### config.mk
export PLATFORM = sky130hd
export DESIGN_NAME = branch_predict_unit
export DESIGN_NICKNAME = d
export VERILOG_FILES = /design/src/rtl/branch_predict_unit.sv
export SDC_FILE = /design/constraint.sdc
export NUM_CORES = 1
export LEC_CHECK = 0
export CAP_MARGIN = 20
export CORE_ASPECT_RATIO = 0.6
export CORE_MARGIN = 2
export CORE_UTILIZATION = 30
export DETAILED_ROUTE_END_ITERATION = 8
export GPL_ROUTABILITY_DRIVEN = 0
export MAX_ROUTING_LAYER = met4
export PLACE_DENSITY = 0.77
export SLEW_MARGIN = 20
export SYNTH_ARGS = -nofsm -noshare
export SYNTH_HDL_FRONTEND = slang
export SYNTH_SLANG_ARGS = --single-unit
### constraint.sdc
create_clock -name clk -period 3.77 [get_ports clk]
set_input_delay 1.131 -clock clk [delete_from_list [all_inputs] [get_ports clk]]
set_output_delay 1.131 -clock clk [all_outputs]
set_load 0.02 [all_outputs]
### src/rtl/branch_predict_unit.sv
// branch_predict_unit
// Resolves conditional and unconditional control transfers in EX from the ALU
// flags and funct3. A direct-mapped table of 2-bit saturating counters (BHT)
// supplies a taken/not-taken prediction for the instruction in IF.
//
// Optional feature macro: BPU_PERF_CNT_EN
//   defined   -> 32-bit branch / mispredict counters are instantiated
//   undefined -> o_br_count and o_mis_count are tied to zero
//
// Parameters
//   BHT_ENTRIES   number of counters (power of two, >= 2)
//   PC_W          program-counter width
// Ports
//   clk, rst_n         rising-edge clock, asynchronous active-low reset
//   i_fetch_pc         PC in IF            -> o_pred_taken (combinational)
//   i_ex_*             EX instruction info, target, fall-through, prediction
//   i_*_flag           Z/C/V/S from rs1 - rs2
//   o_take_branch      resolved outcome              (combinational)
//   o_mispredict       flush and redirect this cycle (combinational)
//   o_redirect_pc      PC to load on mispredict      (combinational)
//   o_br_count         branch/jump count             (registered)
//   o_mis_count        mispredict count              (registered)
module branch_predict_unit #(
    parameter int unsigned BHT_ENTRIES = 16,
    parameter int unsigned PC_W        = 32
) (
    input  logic            clk,
    input  logic            rst_n,
    input  logic [PC_W-1:0] i_fetch_pc,
    output logic            o_pred_taken,
    input  logic            i_ex_valid,
    input  logic            i_ex_branch,
    input  logic            i_ex_uncond,
    input  logic [2:0]      i_ex_funct3,
    input  logic [PC_W-1:0] i_ex_pc,
    input  logic            i_ex_pred_taken,
    input  logic [PC_W-1:0] i_ex_target,
    input  logic [PC_W-1:0] i_ex_pc_plus4,
    input  logic            i_zero_flag,
    input  logic            i_carry_flag,
    input  logic            i_overflow_flag,
    input  logic            i_sign_flag,
    output logic            o_take_branch,
    output logic            o_mispredict,
    output logic [PC_W-1:0] o_redirect_pc,
    output logic [31:0]     o_br_count,
    output logic [31:0]     o_mis_count
);

    localparam int unsigned IDX_W = (BHT_ENTRIES < 2) ? 1 : $clog2(BHT_ENTRIES);

    logic [1:0]       r_bht [BHT_ENTRIES];
    logic [IDX_W-1:0] w_fetch_idx;
    logic [IDX_W-1:0] w_ex_idx;
    logic [1:0]       w_ex_cnt;
    logic             w_cond;
    logic             w_is_cond;
    logic             w_take;
    logic             w_mispredict;
    logic             w_bht_upd;
    logic [PC_W-1:0]  w_redirect_pc;
    logic             w_unused;

    // Word-aligned index, no tag: PCs that differ only above the index alias.
    assign w_fetch_idx = i_fetch_pc[IDX_W+1:2];
    assign w_ex_idx    = i_ex_pc[IDX_W+1:2];
    assign w_ex_cnt    = r_bht[w_ex_idx];

    // Upper bit of the counter is the prediction; no write bypass.
    assign o_pred_taken = r_bht[w_fetch_idx][1];

    // Branch condition from funct3 and the flags of rs1 - rs2.
    always_comb begin
        w_cond = 1'b0;
        case (i_ex_funct3)
            3'b000:  w_cond = i_zero_flag;
            3'b001:  w_cond = ~i_zero_flag;
            3'b100:  w_cond = i_sign_flag ^ i_overflow_flag;
            3'b101:  w_cond = ~(i_sign_flag ^ i_overflow_flag);
            3'b110:  w_cond = ~i_carry_flag;
            3'b111:  w_cond = i_carry_flag;
            default: w_cond = 1'b0;
        endcase
    end

    // Unconditional transfers win over the branch flag and always redirect.
    assign w_is_cond    = i_ex_branch & ~i_ex_uncond;
    assign w_take       = i_ex_valid & (i_ex_uncond | (i_ex_branch & w_cond));
    assign w_mispredict = i_ex_valid &
                          (i_ex_uncond | (w_is_cond & (w_take != i_ex_pred_taken)));
    assign w_bht_upd    = i_ex_valid & w_is_cond;

    // Fall-through unless a taken transfer has to be redirected.
    always_comb begin
        w_redirect_pc = i_ex_pc_plus4;
        if (w_mispredict && w_take) begin
            w_redirect_pc = i_ex_target;
        end
    end

    assign o_take_branch = w_take;
    assign o_mispredict  = w_mispredict;
    assign o_redirect_pc = w_redirect_pc;

    // Saturating counter update for resolved conditional branches.
    always_ff @(posedge clk or negedge rst_n) begin
        if (!rst_n) begin
            for (int i = 0; i < int'(BHT_ENTRIES); i++) begin
                r_bht[i] <= 2'b01;
            end
        end else if (w_bht_upd) begin
            if (w_take && (w_ex_cnt != 2'b11)) begin
                r_bht[w_ex_idx] <= w_ex_cnt + 2'd1;
            end else if (!w_take && (w_ex_cnt != 2'b00)) begin
                r_bht[w_ex_idx] <= w_ex_cnt - 2'd1;
            end
        end
    end

`ifdef BPU_PERF_CNT_EN
    logic [31:0] r_br_count;
    logic [31:0] r_mis_count;

    // Free-running totals, wrapping at 2^32.
    always_ff @(posedge clk or negedge rst_n) begin
        if (!rst_n) begin
            r_br_count  <= 32'd0;
            r_mis_count <= 32'd0;
        end else begin
            if (i_ex_valid && (i_ex_branch || i_ex_uncond)) begin
                r_br_count <= r_br_count + 32'd1;
            end
            if (w_mispredict) begin
                r_mis_count <= r_mis_count + 32'd1;
            end
        end
    end

    assign o_br_count  = r_br_count;
    assign o_mis_count = r_mis_count;
`else
    assign o_br_count  = 32'd0;
    assign o_mis_count = 32'd0;
`endif

    // PC bits outside the index field do not take part in the lookup.
    assign w_unused = ^{i_fetch_pc[PC_W-1:IDX_W+2], i_fetch_pc[1:0],
                        i_ex_pc[PC_W-1:IDX_W+2], i_ex_pc[1:0]};

endmodule
==> Yosys cells after proc, flatten, opt, wreduce, memory -nomap -nowiden <==
Cells that the tools add are included.
{ "totals": {"register_bits": 32, "latchBits": 0, "mem_bits_rw": 0, "mem_bits_ro": 0, "in_bits": 141, "n_memories": 0} }
{ "classes": {"addsub": 2, "multipliers": 0, "n_div": 0, "order_cmp": 3, "eq_ne": 7, "n_shift": 0, "n_mux": 14, "bitwise": 15, "reduce_logical": 9} }
{ "op_table": {"columns": ["cell", "count"], "rows": [
  ["2-to-1 mux 32 bit", 3],
  ["bitwise mux 32 bit", 2],
  ["binary-select mux 2 bit (select 4 bit)", 2],
  ["== test 3 bit (second input constant)", 4],
  ["greater-or-equal comparator 5 bit (second input constant)", 2],
  ["2-to-1 mux 2 bit", 5],
  ["NOT 4 -> 5 bit", 2],
  ["demux 2 bit (select 4 bit)", 1],
  ["bitwise AND 1 bit", 6],
  ["one-hot mux 1 bit (6 select lines)", 1],
  ["< comparator 5 x 1 -> 1 bit (second input constant)", 1],
  ["logical AND 1 bit", 4],
  ["NOT 1 bit", 4],
  ["nonzero test 2 bit", 2],
  ["== test 3 x 1 -> 1 bit (second input constant)", 1],
  ["zero test 3 bit", 1],
  ["adder 2 x 1 -> 2 bit (second input constant)", 1],
  ["inequality test 2 bit (second input constant)", 1],
  ["OR 1 bit", 2],
  ["AND reduction 2 bit", 1],
  ["subtractor 2 x 1 -> 2 bit (second input constant)", 1],
  ["zero test 1 bit", 1],
  ["inequality test 1 bit", 1],
  ["bitwise XOR 1 bit", 1]
]} }

==> Longest topological paths before layout <==
{ "logic_depth": {"ltp_word": 12, "mapped_depth": 14, "ltp_nobuf": 11} }

==> Worst setup path after synthesis <==
No wires, ideal clock.
{ "synth_path": {"kind": "input port to flip-flop", "from": "input i_ex_pc[2]", "to": "register r_bht[9] (netlist name)", "arrival_ns": 3.999, "required_ns": 3.643, "slack_ns": -0.356, "cell_stages": 10, "path_buffers": 2, "cell_sequence": "clkbuf_1 > mux4_2 > mux2_2 > o21ai_1 > buf_2 > inv_1 > ha_1 > a21boi_1 > or4_4 > mux2_1"} }
{ "synth_between": {"elab_chain_len": 8, "elab_cells_between_ends": 21} }
{ "synth_rtl": {"columns": ["element", "line_no", "text"], "rows": [
  ["start, declared", "35", "input logic [PC_W-1:0] i_ex_pc,"],
  ["NOT 4 -> 5 bit (not written as such) (*)", "67, 113, 115", null],
  ["binary-select mux 2 bit (select 4 bit), or another cell as far along", "67", "assign w_ex_cnt = r_bht[w_ex_idx];"],
  ["2-to-1 mux 2 bit (not written as such) or logical AND 1 bit (tied branches)", "67, 113, 115", null],
  ["2-to-1 mux 2 bit (on tied branches)", "67, 113, 115", null],
  ["subtractor 2 x 1 -> 2 bit, or another cell as far along", "115", "r_bht[w_ex_idx] <= w_ex_cnt - 2'd1;"],
  ["bitwise mux 32 bit, or another cell as far along", "115", null],
  ["2-to-1 mux 32 bit or nonzero test 2 bit (tied branches)", null, null],
  ["2-to-1 mux 32 bit or AND reduction 2 bit (tied branches)", null, null],
  ["end signal, assigned by index", "113", "r_bht[w_ex_idx] <= w_ex_cnt + 2'd1;"],
  ["end signal, assigned by index", "115", null],
  ["end, declared", "52", "logic [1:0] r_bht [BHT_ENTRIES];"]
]} }
Mark *: on every way between the ends. The rest lies on a longest branch, timed or not. The select of a mux whose other input is x is not followed.
A chain may end at the register's enable or synchronous reset.

==> Final worst setup path <==
{ "layout_path": {"from": "input i_sign_flag", "to": "output o_redirect_pc[3]"} }
{ "layout_between": {"elab_chain_len": 12} }
{ "layout_rtl": {"columns": ["element", "line_no", "text"], "rows": [
  ["start, declared", "42", "input logic i_sign_flag,"],
  ["bitwise XOR 1 bit (*)", "78, 79", null],
  ["NOT 1 bit", "79", "3'b101: w_cond = ~(i_sign_flag ^ i_overflow_flag);"],
  ["one-hot mux 1 bit (6 select lines) (*)", "75", "case (i_ex_funct3)"],
  ["bitwise AND 1 bit (*)", "88", "assign w_take = i_ex_valid & (i_ex_uncond | (i_ex_branch & w_cond));"],
  ["OR 1 bit (*)", "88", null],
  ["bitwise AND 1 bit (*)", "88", null],
  ["inequality test 1 bit", "90", "(i_ex_uncond | (w_is_cond & (w_take != i_ex_pred_taken)));"],
  ["bitwise AND 1 bit", "90", null],
  ["OR 1 bit", "90", null],
  ["bitwise AND 1 bit", "89", "assign w_mispredict = i_ex_valid &"],
  ["logical AND 1 bit (*)", "96", "if (w_mispredict && w_take) begin"],
  ["2-to-1 mux 32 bit (*)", "96", null],
  ["end, declared", "45", "output logic [PC_W-1:0] o_redirect_pc,"]
]} }
Mark *: on every way between the ends. The rest lies on a longest branch, timed or not.

==> results.toml <==
[status]
status = "finished, violations left"
violations = "setup timing"

[clock_network]
cts_tree = "built"
worstSkewPairLatency_ps = 280
cts_buffers = 5
ctsHoldBuffers = 0
clk_pin_slew_ps = 50
clock_path_buffers = 2
cts.sinks = 32
cts_root_buf = "clkbuf_16"
cts_max_level = 2

[synth]
ys_seq_area_share_pct = 28.1
synth_edf_count = 0
ys_ff_latch = 32
yosysTopAreaCellShare_pct = 24.3
synth_cell_types = 40
synth_top_area_cell = "mux2_2"
async_flop_share_pct = 100
yosys-top-cells-count = "buf_4 (64), mux2_2 (63), dfrtp_1 (16), dfstp_2 (16), mux4_2 (14)"
synth_area_leaders = "mux2_2 (24%), buf_4 (16%), dfstp_2 (14%)"
postSynthCellCount = 266
synth_area_um2 = 2920
synth.most_common_cell = "buf_4"
syn_area_per_cell_um2 = 11.0
synth_flop_cell = "dfstp_2"
yosysWarnings = 0

[timing]
fin_tns_setup_ps = -3630
maxSlewViolCount = 0
tightest_slew_ps = 866
fin_crit_ps = 3900
finalCritPeriodShare_pct = 104
rsz0062_at_grt = "yes"
whs_ps = 537
setup_viol = 32
max_freq_mhz = 256
hold_violations = 0
max_slew_margin_pct = 42.1
setup_ws_ps = -133
fin_skew_ps = 5.00

[power_and_ir_drop]
power_switching_w = 0.000485
power_density_nw_per_um2 = 319
seq_power_share_pct = 28.3
leakage_nw = 2.26
p_comb_share_pct = 44.5
switching_share_pct = 31.2
irDropWorstVdd_mv = 0.142
power.internal_w = 0.00107
pwr-share-clk_pct = 27.1
totalPowerFinal_w = 0.00156

[worst_setup_path]
rr_endpoint = "r_bht[23]$_DFFE_PN0P_"
crit_top_cell = "buf_6"
cpLargestDelayFamily = "buffers and inverters"
worstPathCellList = "buf_6, xor3_2, nand3b_4, a21oi_4, o21ai_2, buf_6, buf_12, mux2_4, buf_6"
crit_cells = 9
cp.buffers_inverters = 4
r2r_cells = 9
r2r_start = "r_bht[17]$_DFFE_PN0P_"
cpPeakStageDelay_ps = 450
crit_slowest_cell = "xor3_2"
arrival_ps = 2770
ff2ff_setup_slack_ps = 830
cp_max_fo = 8
endpoint = "o_redirect_pc[3]"
cp.required_ps = 2640
start_kind = "input pin"
critPathKind = "input pin to output port"
crit_start = "i_sign_flag"
critPathCaptureType = "output port"

[cells_and_area]
final_layout_size_suffix_gt1_share_pct = 49.3
diodes = 0
fillers = 780
nets = 568
stdcell_count = 556
syn2layout_area_growth_pct = 66.9

[floorplanning]
die-area_um2 = 10600
ios = 240
core_region_area_um2 = 9320
rows = 27
die_height_um = 80.4
die_w_um = 131
start_util_pct = 31.3

[flow_run]
maxCapViolations = 0

[global_route]
grt_start_max_net_pins = 19
track_usage_pct = 18.9
grt_pass1_wl_um = 14500
grt_remaining_overflow = 0
grt_pass1_vias = 2513
antenna_found_initial = 0

[placed_design]
dp.cells = 533
dp_hpwl_um = 7370
dp_slack_ps = -1020
numPortBuffers = 119

[hold_path]
hold_class = "register to register"

[detailed_routing]
dr.pass1.iters = 6
drc = 0
via_per_inst = 4.60
ant_nets = 0
wirelength_um = 10700
via_count = 2560
routedWlPerCell_um = 19.2
first_iter_violations = 146
[power by group through the flow]
stage,sequential [W],combinational (W),clock (W)
final,0.000440,0.000693,0.000422
after global routing,0.000446,0.000728,0.000443
after CTS,0.000439,0.000624,0.000427
after detailed placement,0.000444,0.000558,0
after global placement,0.000439,0.000545,0
after floorplan,0.000432,0.000376,0
[metal layers]
metal	part of all wire [%]	global-route usage, %
met1	44	26.1
met2	50	29.0
met3	5.1	3.35
met4	1.1	4.67
met5	0	-
[metrics by stage]
step | utilization [%] | area, um2
after global placement | 45.9 | 4280
after detailed placement | 45.9 | 4280
after global routing | 52.3 | 4870
after CTS | 51.1 | 4760
after floorplan | - | 3200
final | 52.3 | 4870
[cells in the final DEF (no fill, tap or decap), types with 4 or more instances in the layout]
master / n
buf_4: 34
nand3_1: 11
nor4_1: 8
nand2_1: 6
mux2_4: 33
dfrtp_1: 16
buf_2: 4
clkdlybuf4s50_1: 72
nor3_1: 6
clkbuf_16: 5
dfstp_2: 16
mux4_2: 14
mux2_2: 30
buf_6: 40
conb_1: 64
[worst register-to-register path: cells and delay by family (launching register included)]
family	cells	cell delay [ps]
AOI/OAI and AO/OA	1	400
muxes	3	1180
and+or+nand+nor	2	220
adders and majority gates	1	170
DFF	1	410
buffers and inverters	2	500
[kinds of logic after synthesis]
kind of cell / Yosys count / synth area share [%]
AOI/OAI and AO/OA: 13 / 2.96
xor gates and xnor gates: 3 / 1.46
and+or+nand+nor: 56 / 11.4
DFF: 32 / 28.1
buffers and inverters: 79 / 18.9
muxes: 80 / 36.2
other: 1 / 0.128
adders and majority gates: 2 / 0.856
[how the worst min path moves through the flow]
stage	slack (ps)	endpoint	start	cells after the start
after floorplan	480	r_bht[9]$_DFFE_PN0P_	r_bht[9]$_DFFE_PN0P_	1
after global placement	490	r_bht[9]$_DFFE_PN0P_	r_bht[9]$_DFFE_PN0P_	1
after detailed placement	520	r_bht[15]$_DFFE_PN0P_	r_bht[15]$_DFFE_PN0P_	1
after CTS	530	r_bht[27]$_DFFE_PN0P_	r_bht[27]$_DFFE_PN0P_	1
after global routing	540	r_bht[15]$_DFFE_PN0P_	r_bht[15]$_DFFE_PN0P_	1
final	540	r_bht[15]$_DFFE_PN0P_	r_bht[15]$_DFFE_PN0P_	1
[timing repair]
| action | in CTS | in global routing |
|---|---|---|
| cloned | 3 | 1 |
| endpoints found under the setup margin | 64 | 50 |
| resized for setup | 277 | 23 |
| setup buffers | 6 | 6 |
| pin swaps | 7 | 7 |
[cell type report]
type                            instances  area, um2  area share, %
Sequential cell                        32        821           16.8
Tap cell                              130        163           3.34
Clock buffer                            8        156           3.21
Multi-Input combinational cell        218       2040           41.9
Timing Repair Buffer                  166       1690           34.6
Inverter                                2       7.51          0.154
(Power assumes the default switching activity.)
